## src/rtl/tff_pkg.sv

```systemverilog
// Shared types and reset constants for the T flip-flop modulo counter.
package tff_pkg;

    typedef enum logic [1:0] {
        StIdle  = 2'd0,
        StRun   = 2'd1,
        StPause = 2'd2,
        StDone  = 2'd3
    } tff_state_e;

    localparam int unsigned WidthDef = 4;

    localparam tff_state_e StateRst = StIdle;
    localparam logic       CellRst  = 1'b0;
    localparam logic       FlagRst  = 1'b0;

endpackage

```

## src/rtl/tff_count_ctrl_if.sv

```systemverilog
// Requester / cell-bank signal bundle for tff_count_ctrl.
// The dir signal exists only when TFF_DOWN_COUNT_EN is defined.
interface tff_count_ctrl_if #(
    parameter int unsigned WIDTH = tff_pkg::WidthDef
) ();
    logic             start;
    logic [WIDTH-1:0] mod_val;
    logic             pause;
`ifdef TFF_DOWN_COUNT_EN
    logic             dir;
`endif
    logic [WIDTH-1:0] t_vec;
    logic [WIDTH-1:0] count;
    logic             busy;
    logic             done;

    modport master (
`ifdef TFF_DOWN_COUNT_EN
        output dir,
`endif
        output start, mod_val, pause,
        input  t_vec, count, busy, done
    );

    modport slave (
`ifdef TFF_DOWN_COUNT_EN
        input  dir,
`endif
        input  start, mod_val, pause,
        output t_vec, count, busy, done
    );
endinterface

```

## src/rtl/tff_cell.sv

```systemverilog
// T flip-flop with asynchronous active-low clear and a synchronous load.
module tff_cell import tff_pkg::*; (
    input  logic clk,
    input  logic clr_n,
    input  logic t,
    input  logic d,
    input  logic ld,
    output logic q
);
    logic q_d, q_q;

    always_comb begin
        q_d = q_q;
        if (ld) begin
            q_d = d;
        end else if (t) begin
            q_d = ~q_q;
        end
    end

    always_ff @(posedge clk or negedge clr_n) begin
        if (!clr_n) begin
            q_q <= CellRst;
        end else begin
            q_q <= q_d;
        end
    end

    assign q = q_q;
endmodule

```

## src/rtl/tff_count_ctrl.sv

```systemverilog
// Sequencing controller driving a bank of WIDTH T flip-flop cells as a modulo counter.
// Define TFF_DOWN_COUNT_EN to add the dir input and down-count mode.
module tff_count_ctrl import tff_pkg::*; #(
    parameter int unsigned WIDTH = WidthDef
) (
    input logic              clk,
    input logic              clr_n,
    tff_count_ctrl_if.slave  bus
);
    tff_state_e       state_d, state_q;
    logic [WIDTH-1:0] term_d, term_q;
    logic [WIDTH-1:0] count;
    logic [WIDTH-1:0] t_vec;
    logic [WIDTH-1:0] ld_val;
    logic             ld;
    logic [WIDTH-1:0] up_t;
    logic [WIDTH-1:0] end_val;
    logic             down;
`ifdef TFF_DOWN_COUNT_EN
    logic             dir_d, dir_q;
    logic [WIDTH-1:0] dn_t;
`endif

    // Toggle enables: up toggles bit i when all lower bits are 1, down when all are 0.
    always_comb begin
        up_t[0] = 1'b1;
        for (int i = 1; i < WIDTH; i++) begin
            up_t[i] = up_t[i-1] & count[i-1];
        end
    end

`ifdef TFF_DOWN_COUNT_EN
    always_comb begin
        dn_t[0] = 1'b1;
        for (int i = 1; i < WIDTH; i++) begin
            dn_t[i] = dn_t[i-1] & ~count[i-1];
        end
    end
    assign down = dir_q;
`else
    assign down = 1'b0;
`endif

    assign end_val = down ? '0 : term_q;

    always_comb begin
        state_d = state_q;
        term_d  = term_q;
        t_vec   = '0;
        ld      = 1'b0;
        ld_val  = '0;
`ifdef TFF_DOWN_COUNT_EN
        dir_d   = dir_q;
`endif
        unique case (state_q)
            StIdle: begin
                if (bus.start) begin
                    // Wraparound maps mod_val 0 to all-ones.
                    term_d  = bus.mod_val - 1'b1;
                    ld      = 1'b1;
                    state_d = StRun;
`ifdef TFF_DOWN_COUNT_EN
                    dir_d   = bus.dir;
                    ld_val  = bus.dir ? term_d : '0;
`endif
                end
            end
            // Releasing pause resumes counting on the same edge, so each paused
            // cycle costs exactly one cycle of latency.
            StRun, StPause: begin
                if (bus.pause) begin
                    state_d = StPause;
                end else if (count == end_val) begin
                    state_d = StDone;
                end else begin
                    state_d = StRun;
`ifdef TFF_DOWN_COUNT_EN
                    t_vec   = down ? dn_t : up_t;
`else
                    t_vec   = up_t;
`endif
                end
            end
            StDone: begin
                state_d = StIdle;
            end
            default: begin
                state_d = StIdle;
            end
        endcase
    end

    always_ff @(posedge clk or negedge clr_n) begin
        if (!clr_n) begin
            state_q <= StateRst;
            term_q  <= '0;
`ifdef TFF_DOWN_COUNT_EN
            dir_q   <= FlagRst;
`endif
        end else begin
            state_q <= state_d;
            term_q  <= term_d;
`ifdef TFF_DOWN_COUNT_EN
            dir_q   <= dir_d;
`endif
        end
    end

    for (genvar i = 0; i < WIDTH; i++) begin : g_cell
        tff_cell u_cell (
            .clk   (clk),
            .clr_n (clr_n),
            .t     (t_vec[i]),
            .d     (ld_val[i]),
            .ld    (ld),
            .q     (count[i])
        );
    end

    assign bus.t_vec = t_vec;
    assign bus.count = count;
    assign bus.busy  = (state_q == StRun) || (state_q == StPause);
    assign bus.done  = (state_q == StDone);
endmodule

```

## src/flat_wrapper.sv

```systemverilog
// flat-port wrapper written by rule: the top's interface ports become plain ports
module tff_count_ctrl_flat import tff_pkg::*;
#(
    parameter int unsigned WIDTH = WidthDef
)
  (clk, clr_n, bus_start, bus_mod_val, bus_pause, bus_t_vec, bus_count, bus_busy, bus_done);
  tff_count_ctrl_if #(.WIDTH(WIDTH)) bus_i ();
  input logic clk;
  input logic clr_n;
  input wire logic [$bits(bus_i.start)-1:0] bus_start;
  input wire logic [$bits(bus_i.mod_val)-1:0] bus_mod_val;
  input wire logic [$bits(bus_i.pause)-1:0] bus_pause;
  output wire logic [$bits(bus_i.t_vec)-1:0] bus_t_vec;
  output wire logic [$bits(bus_i.count)-1:0] bus_count;
  output wire logic [$bits(bus_i.busy)-1:0] bus_busy;
  output wire logic [$bits(bus_i.done)-1:0] bus_done;
  assign bus_i.start = bus_start;
  assign bus_i.mod_val = bus_mod_val;
  assign bus_i.pause = bus_pause;
  assign bus_t_vec = bus_i.t_vec;
  assign bus_count = bus_i.count;
  assign bus_busy = bus_i.busy;
  assign bus_done = bus_i.done;
  tff_count_ctrl #(.WIDTH(WIDTH)) u_core (.clk(clk), .clr_n(clr_n), .bus(bus_i));
endmodule
```

## config.mk

```make
export PLATFORM = sky130hd
export DESIGN_NAME = tff_count_ctrl_flat
export DESIGN_NICKNAME = d
export VERILOG_FILES = /design/src/rtl/tff_pkg.sv /design/src/rtl/tff_count_ctrl_if.sv /design/src/rtl/tff_cell.sv /design/src/rtl/tff_count_ctrl.sv /design/src/flat_wrapper.sv
export SDC_FILE = /design/constraint.sdc
export NUM_CORES = 1
export LEC_CHECK = 0
export CAP_MARGIN = 20
export CORE_AREA = 2 2 39 41
export DETAILED_ROUTE_END_ITERATION = 6
export DIE_AREA = 0 0 41 43
export DONT_BUFFER_PORTS = 1
export GPL_TIMING_DRIVEN = 0
export PLACE_DENSITY_LB_ADDON = 0.15
export SLEW_MARGIN = 20
export SYNTH_ARGS = -nofsm -noshare
export SYNTH_HDL_FRONTEND = slang
export SYNTH_SLANG_ARGS = --single-unit
```

## constraint.sdc

```tcl
create_clock -name clk -period 2.14 [get_ports clk]
set_input_delay 0 -clock clk [delete_from_list [all_inputs] [get_ports clk]]
set_output_delay 0 -clock clk [all_outputs]
set_load 0.01 [all_outputs]
```

==> impl_metrics.csv <==
group,metric,value,unit
route,final_antenna_net_count,0,
synth,ys_ff_latch,10,
floorplan,die-area,1760,µm²
cts,cts_tree,"yes",
sta,hold_violations,0,
hold_path,timing.hold.worst.class,"in2reg",
finish,final_cells,96,
floorplan,die_h,43,µm
place,place.gp.congestion,0.738,
run_status,status,"completed",
pwr,max-vdd-ir-drop,0.560,mV
cts,clk_pin_slew_worst_paths,0.07,ns
worst_setup_path,r2r_cells,4,
hold_path,whs_path_depth,2,
synth,synthArstFlopShare,1.00,
sta,rsz0062_at_grt,"false",
synth,synth_edf_count,0,
sta,max_freq,0.558,GHz
synth,netlist_instances,68,
grt,grt_start_max_net_pins,11,
worst_setup_path,crit_path_start,"u_core.g_cell[1].u_cell.q",
synth,yosysWarnings,0,
place,postPlaceCellArea,658,µm²
worst_setup_path,crit_family,"flip-flops",
worst_setup_path,r2r_start,"u_core.g_cell[1].u_cell.q",
route,wl_per_cell,12.0,µm
sta,tns,0,ns
finish,diodes,0,
pwr,power_density,1310,nW/µm²
grt,grt_pass1_wl,1.94,mm
floorplan,row_count,14,
hold_path,holdPathEnd,"u_core.state_q[1]",
cts,insertion_delay,0.27,ns
floorplan,fp.coreArea,1380,µm²
cts,root_buffer,"clkbuf_4",
place,dpl.hpwl,818,µm
route,routed_wl,1.15,mm
worst_setup_path,reg2reg_slack,0.64,ns
grt,grt_use_total,0.173,
worst_setup_path,reg2reg_to,"u_core.g_cell[3].u_cell.q",
worst_setup_path,timing.critical_path.slowest_cell_delay,0.45,ns
grt,grt_pass1_vias,473,
route,dr.pass1.iters,3,
job,drv_cap,0,
pwr,p_leak,0.350,nW
floorplan,initial_core_util,0.461,
finish,finalInstanceArea,774,µm²
finish,final_core_util,0.560,
finish,num-nets-final,92,
synth,synth_top_area_frac,0.392,
floorplan,die_x,41,µm
sta,worst_slew_pin_slew,0.465,ns
worst_setup_path,path_buf_inv,1,
sta,drv_slew,0,
sta,skew,0.00623,ns
cts,numCtsBuffers,3,
cts,clockBufferDepth,2,
worst_setup_path,critPathKind,"reg2out",
route,drtIter0Drc,2,
floorplan,ioPinCount,18,
sta,setup_violations,0,
cts,clock-sinks,10,
synth,syn_nets,79,
synth,yosysTopAreaCell,"dfrtp_1",
worst_setup_path,crit_required,2.14,ns
sta,finalCriticalPeriod,1.79,ns
synth,netlist_area,638,µm²
route,viasPerCell,5.04,
worst_setup_path,path_cells,"xnor2_1 > a41oi_2 > and3_4 > and2_2 > buf_4",
worst_setup_path,crit_arrival,1.79,ns
synth,synth-main-ff-cell,"dfrtp_1",
sta,relSlewSlack,0.689,
synth,ys_seq_area_frac,0.392,
worst_setup_path,slowest_stage,"dfrtp_1",
place,place_inst,84,
synth,synthDistinctLibCells,21,
grt,gr-total-overflow,0,
worst_setup_path,crit_fanout,7,
route,drcViolationCount,0,
grt,antenna_found_initial,0,
synth,synth_common_cells,"10 x dfrtp_1, 10 x nand2_1, 8 x buf_4, 7 x o21ai_0, 7 x xnor2_1",
cts,cts_resized,0,
worst_setup_path,cp-start-kind,"flop",
worst_setup_path,worst_setup_path_end_kind,"output port",
cts,cts-htree-levels,1,
place,portBuffers,0,
hold_path,hp-start,"bus_start",
finish,drive_gt1_frac,0.188,
synth,avgSynthCellArea,9.38,µm²
sta,post-route-period-util,0.837,
synth,synth_area_leaders,"dfrtp_1 39%, xnor2_1 9.6%, buf_4 9.4%",
finish,syn_to_final_growth,21.4,%
route,via_count,484,
routing by layer:
layer  GRT usage  wire length, µm  vias up
met5           0                0        -
met4      0.0800               25        0
met3      0.0785               81        4
met2       0.256              566       14
met1       0.204              478      214
li1            -                -      252
cell usage in the layout (no fill, tap or decap), types with 2 or more instances in the layout:
| cell | Yosys | final |
|---|---|---|
| a21oi_1 | 3 | 3 |
| a41oi_1 | 2 | 2 |
| and2_1 | 2 | 2 |
| buf_4 | 8 | 8 |
| clkbuf_4 | 0 | 3 |
| dfrtp_1 | 10 | 10 |
| dlygate4sd3_1 | 0 | 8 |
| ha_1 | 3 | 3 |
| inv_1 | 4 | 4 |
| nand2_1 | 10 | 10 |
| nand2b_1 | 2 | 2 |
| o21ai_0 | 7 | 7 |
| xnor2_1 | 7 | 7 |
state kept, by name, indices dropped and copies added (netlist names):
signal / cells
u_core.g_cell.u_cell.q: 4
u_core.state_q: 2
u_core.end_val: 4
per-stage QoR:
stage	power, mW	setup WS, ns	hold WS [ns]
floorplan	0.760	0.710	-0.296
global placement	0.832	0.635	-0.295
detailed placement	0.837	0.629	-0.295
CTS	1.03	0.330	0.00579
global route	1.11	0.205	0.0228
finish	1.02	0.349	0.0112
kinds of logic (layout without fill, tap and decap cells):
family,after synthesis,in the layout,synth area share
AOI/OAI and AO/OA,15,15,0.155
xor gates and xnor gates,7,7,0.0961
adders and majority gates,3,3,0.0588
buffers and inverters,13,25,0.124
DFF,10,10,0.392
muxes,1,1,0.0157
and+or+nand+nor,19,19,0.159
what timing repair did:
action / CTS / global route
hold buffers: 8 / 0
endpoints found under the hold margin: 19 / 0
setup buffers: 0 / 0
layout make-up:
class	instances	area, µm²
sequential	10	250
clock buffer	4	36.3
tap	16	20.0
inverter	4	15.0
multi-input combinational	45	309
timing repair buffer	8	80.1
fill	145	609
buffer	9	63.8
report_power, final:
| group | total, mW | leakage (nW) | switching (mW) | internal [mW] |
|---|---|---|---|---|
| logic | 0.502 | 0.202 | 0.268 | 0.234 |
| clock network | 0.173 | 0.0210 | 0.0695 | 0.103 |
| registers | 0.342 | 0.127 | 0.0726 | 0.270 |
how the worst max path moves through the flow:
stage | to | cells past startpoint | slack [ns]
floorplan | bus_t_vec[3] | 6 | 0.71
global placement | bus_t_vec[3] | 5 | 0.63
detailed placement | bus_t_vec[3] | 6 | 0.63
CTS | bus_t_vec[3] | 6 | 0.33
global route | bus_t_vec[3] | 6 | 0.20
finish | bus_t_vec[3] | 5 | 0.35
(Power assumes the default switching activity.)
